File: src/rtl/lwe_encrypt_stream_if.sv
// Handshake bundle for the streaming LWE encryptor:
// start request, public-key beat stream and ciphertext element stream.
interface lwe_encrypt_stream_if #(
    parameter int PT_WIDTH  = 6,
    parameter int CT_WIDTH  = 10,
    parameter int DIMENSION = 1,
    parameter int BIG_N     = 30,
    parameter int LANES     = 4
);
    localparam int RW = (DIMENSION > 0) ? $clog2(DIMENSION + 1) : 1;

    logic                      start_valid;
    logic                      start_ready;
    logic [PT_WIDTH-1:0]       plaintext;
    logic [BIG_N-1:0]          noise_select;
    logic                      pk_valid;
    logic                      pk_ready;
    logic [LANES*CT_WIDTH-1:0] pk_data;
    logic                      ct_valid;
    logic                      ct_ready;
    logic [CT_WIDTH-1:0]       ct_data;
    logic [RW-1:0]             ct_row;
    logic                      ct_last;
    logic                      done;

    modport master (
        output start_valid, plaintext, noise_select,
        output pk_valid, pk_data, ct_ready,
        input  start_ready, pk_ready, ct_valid,
        input  ct_data, ct_row, ct_last, done
    );

    modport slave (
        input  start_valid, plaintext, noise_select,
        input  pk_valid, pk_data, ct_ready,
        output start_ready, pk_ready, ct_valid,
        output ct_data, ct_row, ct_last, done
    );
endinterface

File: src/rtl/lwe_encrypt_stream.sv
// Streaming LWE encryption: accumulates selected public-key columns per row
// and emits DIMENSION+1 ciphertext elements, plaintext*DELTA on the last one.
module lwe_encrypt_stream #(
    parameter int PT_WIDTH  = 6,
    parameter int CT_WIDTH  = 10,
    parameter int DIMENSION = 1,
    parameter int BIG_N     = 30,
    parameter int LANES     = 4
) (
    input  logic                  clk,
    input  logic                  rst_n,
    lwe_encrypt_stream_if.slave   bus
);
    localparam int BEATS = (BIG_N + LANES - 1) / LANES;
    localparam int BW    = (BEATS > 1) ? $clog2(BEATS) : 1;
    localparam int RW    = (DIMENSION > 0) ? $clog2(DIMENSION + 1) : 1;
    localparam int PADW  = BEATS * LANES;

    typedef enum logic [1:0] {
        IDLE,
        ACCUM,
        EMIT
    } state_t;

    state_t                     state_q;
    logic [PT_WIDTH-1:0]        pt_q;
    logic [BIG_N-1:0]           sel_q;
    logic [CT_WIDTH-1:0]        acc_q;
    logic [RW-1:0]              row_q;
    logic [BW-1:0]              beat_q;
    logic [CT_WIDTH-1:0]        ct_data_q;
    logic [RW-1:0]              ct_row_q;
    logic                       ct_valid_q;
    logic                       ct_last_q;
    logic                       done_q;
    logic                       pk_ready_q;
    logic                       start_ready_q;

    logic [BEATS-1:0][LANES-1:0] sel_pad;
    logic [LANES-1:0]            sel_beat;
    logic [CT_WIDTH-1:0]         part_d;
    logic [CT_WIDTH-1:0]         sum_d;
    logic [CT_WIDTH-1:0]         pt_term;
    logic [CT_WIDTH-1:0]         ct_data_d;
    logic                        last_beat;
    logic                        last_row;

    // Zero-padded selector: lanes past BIG_N in the final beat never count.
    always_comb begin
        sel_pad  = PADW'(sel_q);
        sel_beat = sel_pad[beat_q];
    end

    // Sum of the selected lanes of the current beat, mod 2^CT_WIDTH.
    always_comb begin
        part_d = '0;
        for (int l = 0; l < LANES; l++) begin
            if (sel_beat[l]) begin
                part_d = part_d + bus.pk_data[l*CT_WIDTH +: CT_WIDTH];
            end
        end
    end

    // Row total and final element value including the scaled plaintext.
    always_comb begin
        last_beat = (beat_q == BW'(BEATS - 1));
        last_row  = (row_q == RW'(DIMENSION));
        pt_term   = {pt_q, {(CT_WIDTH - PT_WIDTH){1'b0}}};
        sum_d     = acc_q + part_d;
        ct_data_d = last_row ? (sum_d + pt_term) : sum_d;
    end

    // Control FSM with registered handshake outputs.
    always_ff @(posedge clk or negedge rst_n) begin
        if (!rst_n) begin
            state_q       <= IDLE;
            pt_q          <= '0;
            sel_q         <= '0;
            acc_q         <= '0;
            row_q         <= '0;
            beat_q        <= '0;
            ct_data_q     <= '0;
            ct_row_q      <= '0;
            ct_valid_q    <= 1'b0;
            ct_last_q     <= 1'b0;
            done_q        <= 1'b0;
            pk_ready_q    <= 1'b0;
            start_ready_q <= 1'b1;
        end else begin
            done_q <= 1'b0;
            unique case (state_q)
                IDLE: begin
                    if (bus.start_valid) begin
                        pt_q          <= bus.plaintext;
                        sel_q         <= bus.noise_select;
                        acc_q         <= '0;
                        row_q         <= '0;
                        beat_q        <= '0;
                        start_ready_q <= 1'b0;
                        pk_ready_q    <= 1'b1;
                        state_q       <= ACCUM;
                    end
                end
                ACCUM: begin
                    if (bus.pk_valid) begin
                        if (last_beat) begin
                            ct_data_q  <= ct_data_d;
                            ct_row_q   <= row_q;
                            ct_last_q  <= last_row;
                            ct_valid_q <= 1'b1;
                            pk_ready_q <= 1'b0;
                            state_q    <= EMIT;
                        end else begin
                            acc_q  <= sum_d;
                            beat_q <= beat_q + 1'b1;
                        end
                    end
                end
                EMIT: begin
                    if (bus.ct_ready) begin
                        ct_valid_q <= 1'b0;
                        ct_last_q  <= 1'b0;
                        if (last_row) begin
                            done_q        <= 1'b1;
                            start_ready_q <= 1'b1;
                            state_q       <= IDLE;
                        end else begin
                            row_q      <= row_q + 1'b1;
                            beat_q     <= '0;
                            acc_q      <= '0;
                            pk_ready_q <= 1'b1;
                            state_q    <= ACCUM;
                        end
                    end
                end
                default: begin
                    state_q <= IDLE;
                end
            endcase
        end
    end

    assign bus.start_ready = start_ready_q;
    assign bus.pk_ready    = pk_ready_q;
    assign bus.ct_valid    = ct_valid_q;
    assign bus.ct_data     = ct_data_q;
    assign bus.ct_row      = ct_row_q;
    assign bus.ct_last     = ct_last_q;
    assign bus.done        = done_q;
endmodule

File: src/flat_wrapper.sv
// flat-port wrapper written by rule: the top's interface ports become plain ports
module lwe_encrypt_stream_flat 
#(
    parameter int PT_WIDTH  = 6,
    parameter int CT_WIDTH  = 10,
    parameter int DIMENSION = 1,
    parameter int BIG_N     = 30,
    parameter int LANES     = 4
)
  (clk, rst_n, bus_start_valid, bus_plaintext, bus_noise_select, bus_pk_valid, bus_pk_data, bus_ct_ready, bus_start_ready, bus_pk_ready, bus_ct_valid, bus_ct_data, bus_ct_row, bus_ct_last, bus_done);
  lwe_encrypt_stream_if #(.PT_WIDTH(PT_WIDTH), .CT_WIDTH(CT_WIDTH), .DIMENSION(DIMENSION), .BIG_N(BIG_N), .LANES(LANES)) bus_i ();
  input  logic clk;
  input  logic rst_n;
  input wire logic [$bits(bus_i.start_valid)-1:0] bus_start_valid;
  input wire logic [$bits(bus_i.plaintext)-1:0] bus_plaintext;
  input wire logic [$bits(bus_i.noise_select)-1:0] bus_noise_select;
  input wire logic [$bits(bus_i.pk_valid)-1:0] bus_pk_valid;
  input wire logic [$bits(bus_i.pk_data)-1:0] bus_pk_data;
  input wire logic [$bits(bus_i.ct_ready)-1:0] bus_ct_ready;
  output wire logic [$bits(bus_i.start_ready)-1:0] bus_start_ready;
  output wire logic [$bits(bus_i.pk_ready)-1:0] bus_pk_ready;
  output wire logic [$bits(bus_i.ct_valid)-1:0] bus_ct_valid;
  output wire logic [$bits(bus_i.ct_data)-1:0] bus_ct_data;
  output wire logic [$bits(bus_i.ct_row)-1:0] bus_ct_row;
  output wire logic [$bits(bus_i.ct_last)-1:0] bus_ct_last;
  output wire logic [$bits(bus_i.done)-1:0] bus_done;
  assign bus_i.start_valid = bus_start_valid;
  assign bus_i.plaintext = bus_plaintext;
  assign bus_i.noise_select = bus_noise_select;
  assign bus_i.pk_valid = bus_pk_valid;
  assign bus_i.pk_data = bus_pk_data;
  assign bus_i.ct_ready = bus_ct_ready;
  assign bus_start_ready = bus_i.start_ready;
  assign bus_pk_ready = bus_i.pk_ready;
  assign bus_ct_valid = bus_i.ct_valid;
  assign bus_ct_data = bus_i.ct_data;
  assign bus_ct_row = bus_i.ct_row;
  assign bus_ct_last = bus_i.ct_last;
  assign bus_done = bus_i.done;
  lwe_encrypt_stream #(.PT_WIDTH(PT_WIDTH), .CT_WIDTH(CT_WIDTH), .DIMENSION(DIMENSION), .BIG_N(BIG_N), .LANES(LANES)) u_core (.clk(clk), .rst_n(rst_n), .bus(bus_i));
endmodule
File: config.mk
export PLATFORM = sky130hd
export DESIGN_NAME = lwe_encrypt_stream_flat
export DESIGN_NICKNAME = d
export VERILOG_FILES = /design/src/rtl/lwe_encrypt_stream_if.sv /design/src/rtl/lwe_encrypt_stream.sv /design/src/flat_wrapper.sv
export SDC_FILE = /design/constraint.sdc
export NUM_CORES = 1
export LEC_CHECK = 0
export CORE_AREA = 2 2 107 109
export DETAILED_ROUTE_END_ITERATION = 10
export DIE_AREA = 0 0 109 111
export GPL_TIMING_DRIVEN = 0
export PLACE_DENSITY = 0.72
export SLEW_MARGIN = 20
export SYNTH_ARGS = -nofsm -noshare
export SYNTH_HDL_FRONTEND = slang
export SYNTH_SLANG_ARGS = --single-unit
File: constraint.sdc
create_clock -name clk -period 9.4 [get_ports clk]
set_input_delay 1.88 -clock clk [delete_from_list [all_inputs] [get_ports clk]]
set_output_delay 1.88 -clock clk [all_outputs]
set_load 0.005 [all_outputs]
## Word level (Yosys, flattened, before mapping)

Cells that the tools add are included.

- $add $sub $neg: 7
- Multipliers: 0
- Divide/modulo/power cells: 0
- $lt $le $gt $ge: 1
- Eq/ne operators: 10
- Shift-type cells: 0
- Multiplexer cells: 48
- Bitwise gates (word level): 0
- Reduce and logical (&&, ||, !) cells: 12

Operators by type and width:

| kind | number |
|---|---|
| $mux 10 | 10 |
| $add 10x10->10 | 5 |
| $pmux 10 s3 | 1 |
| $mux 1 | 19 |
| $mux 3 | 5 |
| $bmux 4 s3 | 1 |
| $reduce_and 4->1 | 3 |
| $reduce_and 6->1 | 2 |
| $ne 2x2->1 const B | 5 |
| $pmux 3 s3 | 1 |
| $mux 2 | 4 |
| $pmux 1 s2 | 4 |
| $pmux 2 s3 | 1 |
| $reduce_and 3->1 | 2 |
| $lt 3x4->1 const B | 1 |
| $mux 4 | 1 |
| $ne 2x1->1 const B | 2 |
| $reduce_bool 2->1 | 2 |
| $add 3x1->3 const B | 1 |
| $eq 3x3->1 const B | 1 |
| $pmux 1 s3 | 1 |
| $reduce_bool 3->1 | 1 |
| $eq 2x1->1 const B | 1 |
| $eq 2x2->1 const B | 1 |
| other kinds (3) | 3 |

- Register bits: 68
- Bits in latches: 0
- Memory bits (writable): 0
- Memory bits (read-only): 0
- Input port bits: 81
- Output and inout bits: 16
- Memories: 0

## Depth between registers and ports, before layout

- Word-level depth: 13
- Depth in mapped cells: 37
- Depth with buffers taken out: 35

## Worst setup path after synthesis

Ideal clock, no wire load.

- Path kind: input -> register
- Start point: input port bus_pk_data[0]
- End point: register u_core.ct_data_q[9] (netlist: u_core.bus.ct_data[9])
- Data arrival time: 7416 ps
- Required time: 9282 ps
- Path slack: 1867 ps
- Cell stages on the path: 32
- Path buffers: 0
- Cell sequence: and2_1 -> ha_1 -> fa_1 -> a21oi_1 -> nand2b_1 -> a31o_2 -> xnor2_1 -> o21ai_0 -> ha_1 -> nand3_1 -> o211ai_1 -> nor2_1 -> xor2_1 -> o21ai_0 -> ha_1 -> a21o_1 -> a31oi_1 -> o21bai_1 -> a21oi_1 -> xnor2_1 -> mux2_2 -> ha_1 -> xnor2_1 -> ha_1 -> nor4_1 -> a31oi_1 -> o311a_1 -> and3_1 -> o2111ai_1 -> o2111ai_1 -> nor2_1 -> nand2_1

- Longest elaborated chain between the ends: 10

RTL lines:

| element | line | text |
|---|---|---|
| start, declared | flat_wrapper.sv:18 | `input wire logic [$bits(bus_i.pk_data)-1:0] bus_pk_data;` |
| $mux 10 (*) | lwe_encrypt_stream.sv:58 | `if (sel_beat[l]) begin` |
| $add 10x10->10 | lwe_encrypt_stream.sv:59 | `part_d = part_d + bus.pk_data[l*CT_WIDTH +: CT_WIDTH];` |
| $mux 10 (*) | lwe_encrypt_stream.sv:58 |  |
| $add 10x10->10 | lwe_encrypt_stream.sv:59 |  |
| $mux 10 (*) | lwe_encrypt_stream.sv:58 |  |
| $add 10x10->10 | lwe_encrypt_stream.sv:59 |  |
| $mux 10 (*) | lwe_encrypt_stream.sv:58 |  |
| $add 10x10->10 (*) | lwe_encrypt_stream.sv:69 | `sum_d = acc_q + part_d;` |
| $add 10x10->10 | lwe_encrypt_stream.sv:70 | `ct_data_d = last_row ? (sum_d + pt_term) : sum_d;` |
| $mux 10 (*) | lwe_encrypt_stream.sv:70 |  |
| end signal, assigned | lwe_encrypt_stream.sv:107 | `ct_data_q <= ct_data_d;` |
| end, declared | lwe_encrypt_stream.sv:31 | `logic [CT_WIDTH-1:0] ct_data_q;` |

Mark *: on every way between the ends. The rest lies on a longest branch, timed or not.
A chain may end at the register's enable or synchronous reset.

## Worst setup path in the final report

Ends and elaborated chain as after synthesis.

==> impl_metrics.ini <==
[floorplan]
die-area_mm2 = 0.0121
rows = 39
pin_count = 97
initial_core_util_pct = 45.7
die_h_um = 111
coreArea_mm2 = 0.0111
chipWidth_um = 109

[sta]
hold_viol_final = 0
rsz0062_at_grt = no
relSlewSlack_pct = 44.4
slew_violations = 0
fin_crit_sh_pct = 92.1
period_needed_ps = 8650
fmax_mhz = 116
tightest_slew_ps = 832
setup-tns-final_ps = 0
finalSetupViolCount = 0
fin_ws_ps = 746
clock_skew_ps = 6.24

[layout]
final_layout_size_suffix_gt1_share_pct = 12.9
antenna_cells = 0
nFillCells = 977
fin_util_pct = 59.1
layout.nets = 750
final_common_cell = clkdlybuf4s50_1
final_cell_mix = clkdlybuf4s50_1 (95), dfrtp_1 (67), nand2_1 (61)
area_growth_pct = 29.3

[status]
outcome = completed

[placed_design]
pre_cts_ws_ps = 438
io_buffers = 96
routabilityCongestion = 0.803
place_hpwl_mm = 9.68

[clocking]
ctsResizeCount = 0
clk_pin_slew_worst_paths_ps = 50
cts.sinks = 68
cts_setup_buffers = 0
cts_hold_buffers = 0
cts.root.buffer_cell = clkbuf_16
cts_tree = done
clkLatencyLatePin_ps = 330
cts_max_level = 3
cts_made_buffers = 9
cts_max_path_buffers = 2

[detailed_routing]
dr.pass1.iters = 4
vias = 4245
wl_per_cell_um = 16.1
drc = 0
drtIter0Drc = 199
ant_nets = 0
viasPerCell = 5.52
wl_mm = 12.4

[hold_path]
hold_path.class = reg2reg

[grt]
grt_pass1_wl_mm = 20.4
grt.total_usage_pct = 21.4
antenna_found_initial = 0
grt_pass1_vias = 4489
grt_max_degree = 48
grt-ovfl-total = 0

[yosys]
synthCells = 513
async_flop_share_pct = 100
syn_nets = 642
synth_top_area_share_pct = 33.1
syn-cell-area_mm2 = 0.00506
ys.flop_type = dfrtp_1
syn_avg_cell_area_um2 = 9.87
ys_seq_area_share_pct = 33.6
synth_cell_types = 55
synth-edff-count = 0
synth.area.top_cells = dfrtp_1 (33%), mux2_2 (11%), ha_1 (11%)
synth_top_cell_by_area = dfrtp_1
ys_ff_latch = 68
yosysWarnings = 0

[setup_path]
critPathSlowestCell = fa_1
worstSetupPathType = in2reg
start_kind = input port
worstPathArrival_ps = 8920
end_kind = register
cpMostUsedCell = ha_1
worst_ep_required_time_ps = 9670
critPathMaxFanout = 4
slowest_delay_ps = 410

[job]
max_cap_viol_count = 0
critical path, delay by kind of cell:
kind                       cells  cell delay, ps
AOI/OAI and AO/OA             13            2520
adders and majority gates      6            1970
and+or+nand+nor                8            1250
xor gates and xnor gates       4             680
buffers and inverters          1             390
muxes                          1             260
layer usage:
metal  global-route usage, %  vias up  wire [um]
li1                        -     2098          -
met1                    27.9     2026       5550
met2                    36.4      110       6120
met3                    3.64       11        604
met4                    5.47        0        137
met5                       0        -          0
cell type report:
class                   count  area (um^2)  area share (%)
flip-flops and latches     68         1700            26.0
plain buffers              16         63.8           0.975
clock inverters             5         75.1            1.15
repair buffers             97          986            15.1
clock buffers              11          243            3.71
multi-input cells         417         3250            49.7
well taps                 143          179            2.73
inverters                  12         45.0           0.688
logic make-up (layout without fill, tap and decap cells):
family | after synthesis | after routing | synth area share [%]
AND/OR/NAND/NOR | 140 | 140 | 12.7
AO/OA/AOI/OAI | 131 | 131 | 17.4
flip-flops | 68 | 68 | 33.6
multiplexers | 65 | 65 | 15.8
adder cells (fa/ha/maj) | 48 | 48 | 12.6
XOR/XNOR | 33 | 33 | 5.71
buffers and inverters | 28 | 141 | 2.15
synth_stat cells (all sizes together), types with 5 or more instances:
library cell	count
dfrtp	67
nand2	61
mux2	48
ha	43
o21ai	36
nor2	31
xnor2	25
a21oi	23
a21o	15
and2	12
clkbuf	12
inv	12
mux2i	11
nor3	8
o2111ai	8
xor2	8
nand3	7
a22o	6
mux4	6
o21a	6
o21bai	6
fa	5
state kept, by name, summed over array words and instances, names as in the netlist:
name / flops
u_core.bus.ct_last: 1
u_core.bus.start_ready: 1
u_core.pt_q: 6
u_core.last_row: 1
u_core.state_q: 2
u_core.bus.pk_ready: 1
u_core.bus.ct_data: 10
u_core.bus.ct_row: 1
u_core.bus.ct_valid: 1
u_core.acc_q: 10
u_core.beat_q: 3
u_core.sel_q: 30
u_core.bus.done: 1
worst paths after layout:
check | endpoint | slack [ps] | depth (start not counted) | from
max reg2reg | u_core.bus.ct_data[9] | 1110 | 35 | u_core.beat_q[1]
min in group asynchronous | u_core.pt_q[2] | 1440 | 1 | rst_n
max in group asynchronous | u_core.bus.start_ready | 7380 | 2 | rst_n
max | u_core.bus.ct_data[9] | 750 | 33 | bus_pk_data[0]
min reg2reg | u_core.bus.ct_data[9] | 480 | 2 | u_core.bus.ct_data[9]
min | u_core.bus.ct_data[9] | 480 | 2 | u_core.bus.ct_data[9]
stage by stage:
stage / instance area (um^2) / hold slack [ps] / std cells
6_report: 6550 / 477 / 769
5_1_grt: 6550 / 521 / 769
4_1_cts: 6550 / 485 / 769
3_5_place_dp: 6230 / 467 / 753
3_3_place_gp: 6200 / 457 / 752
2_1_floorplan: 5060 / 453 / 513
Power is left out: the tool's default activity adds up to more than one toggle a clock period on the data nets, which glitch-free logic cannot reach.
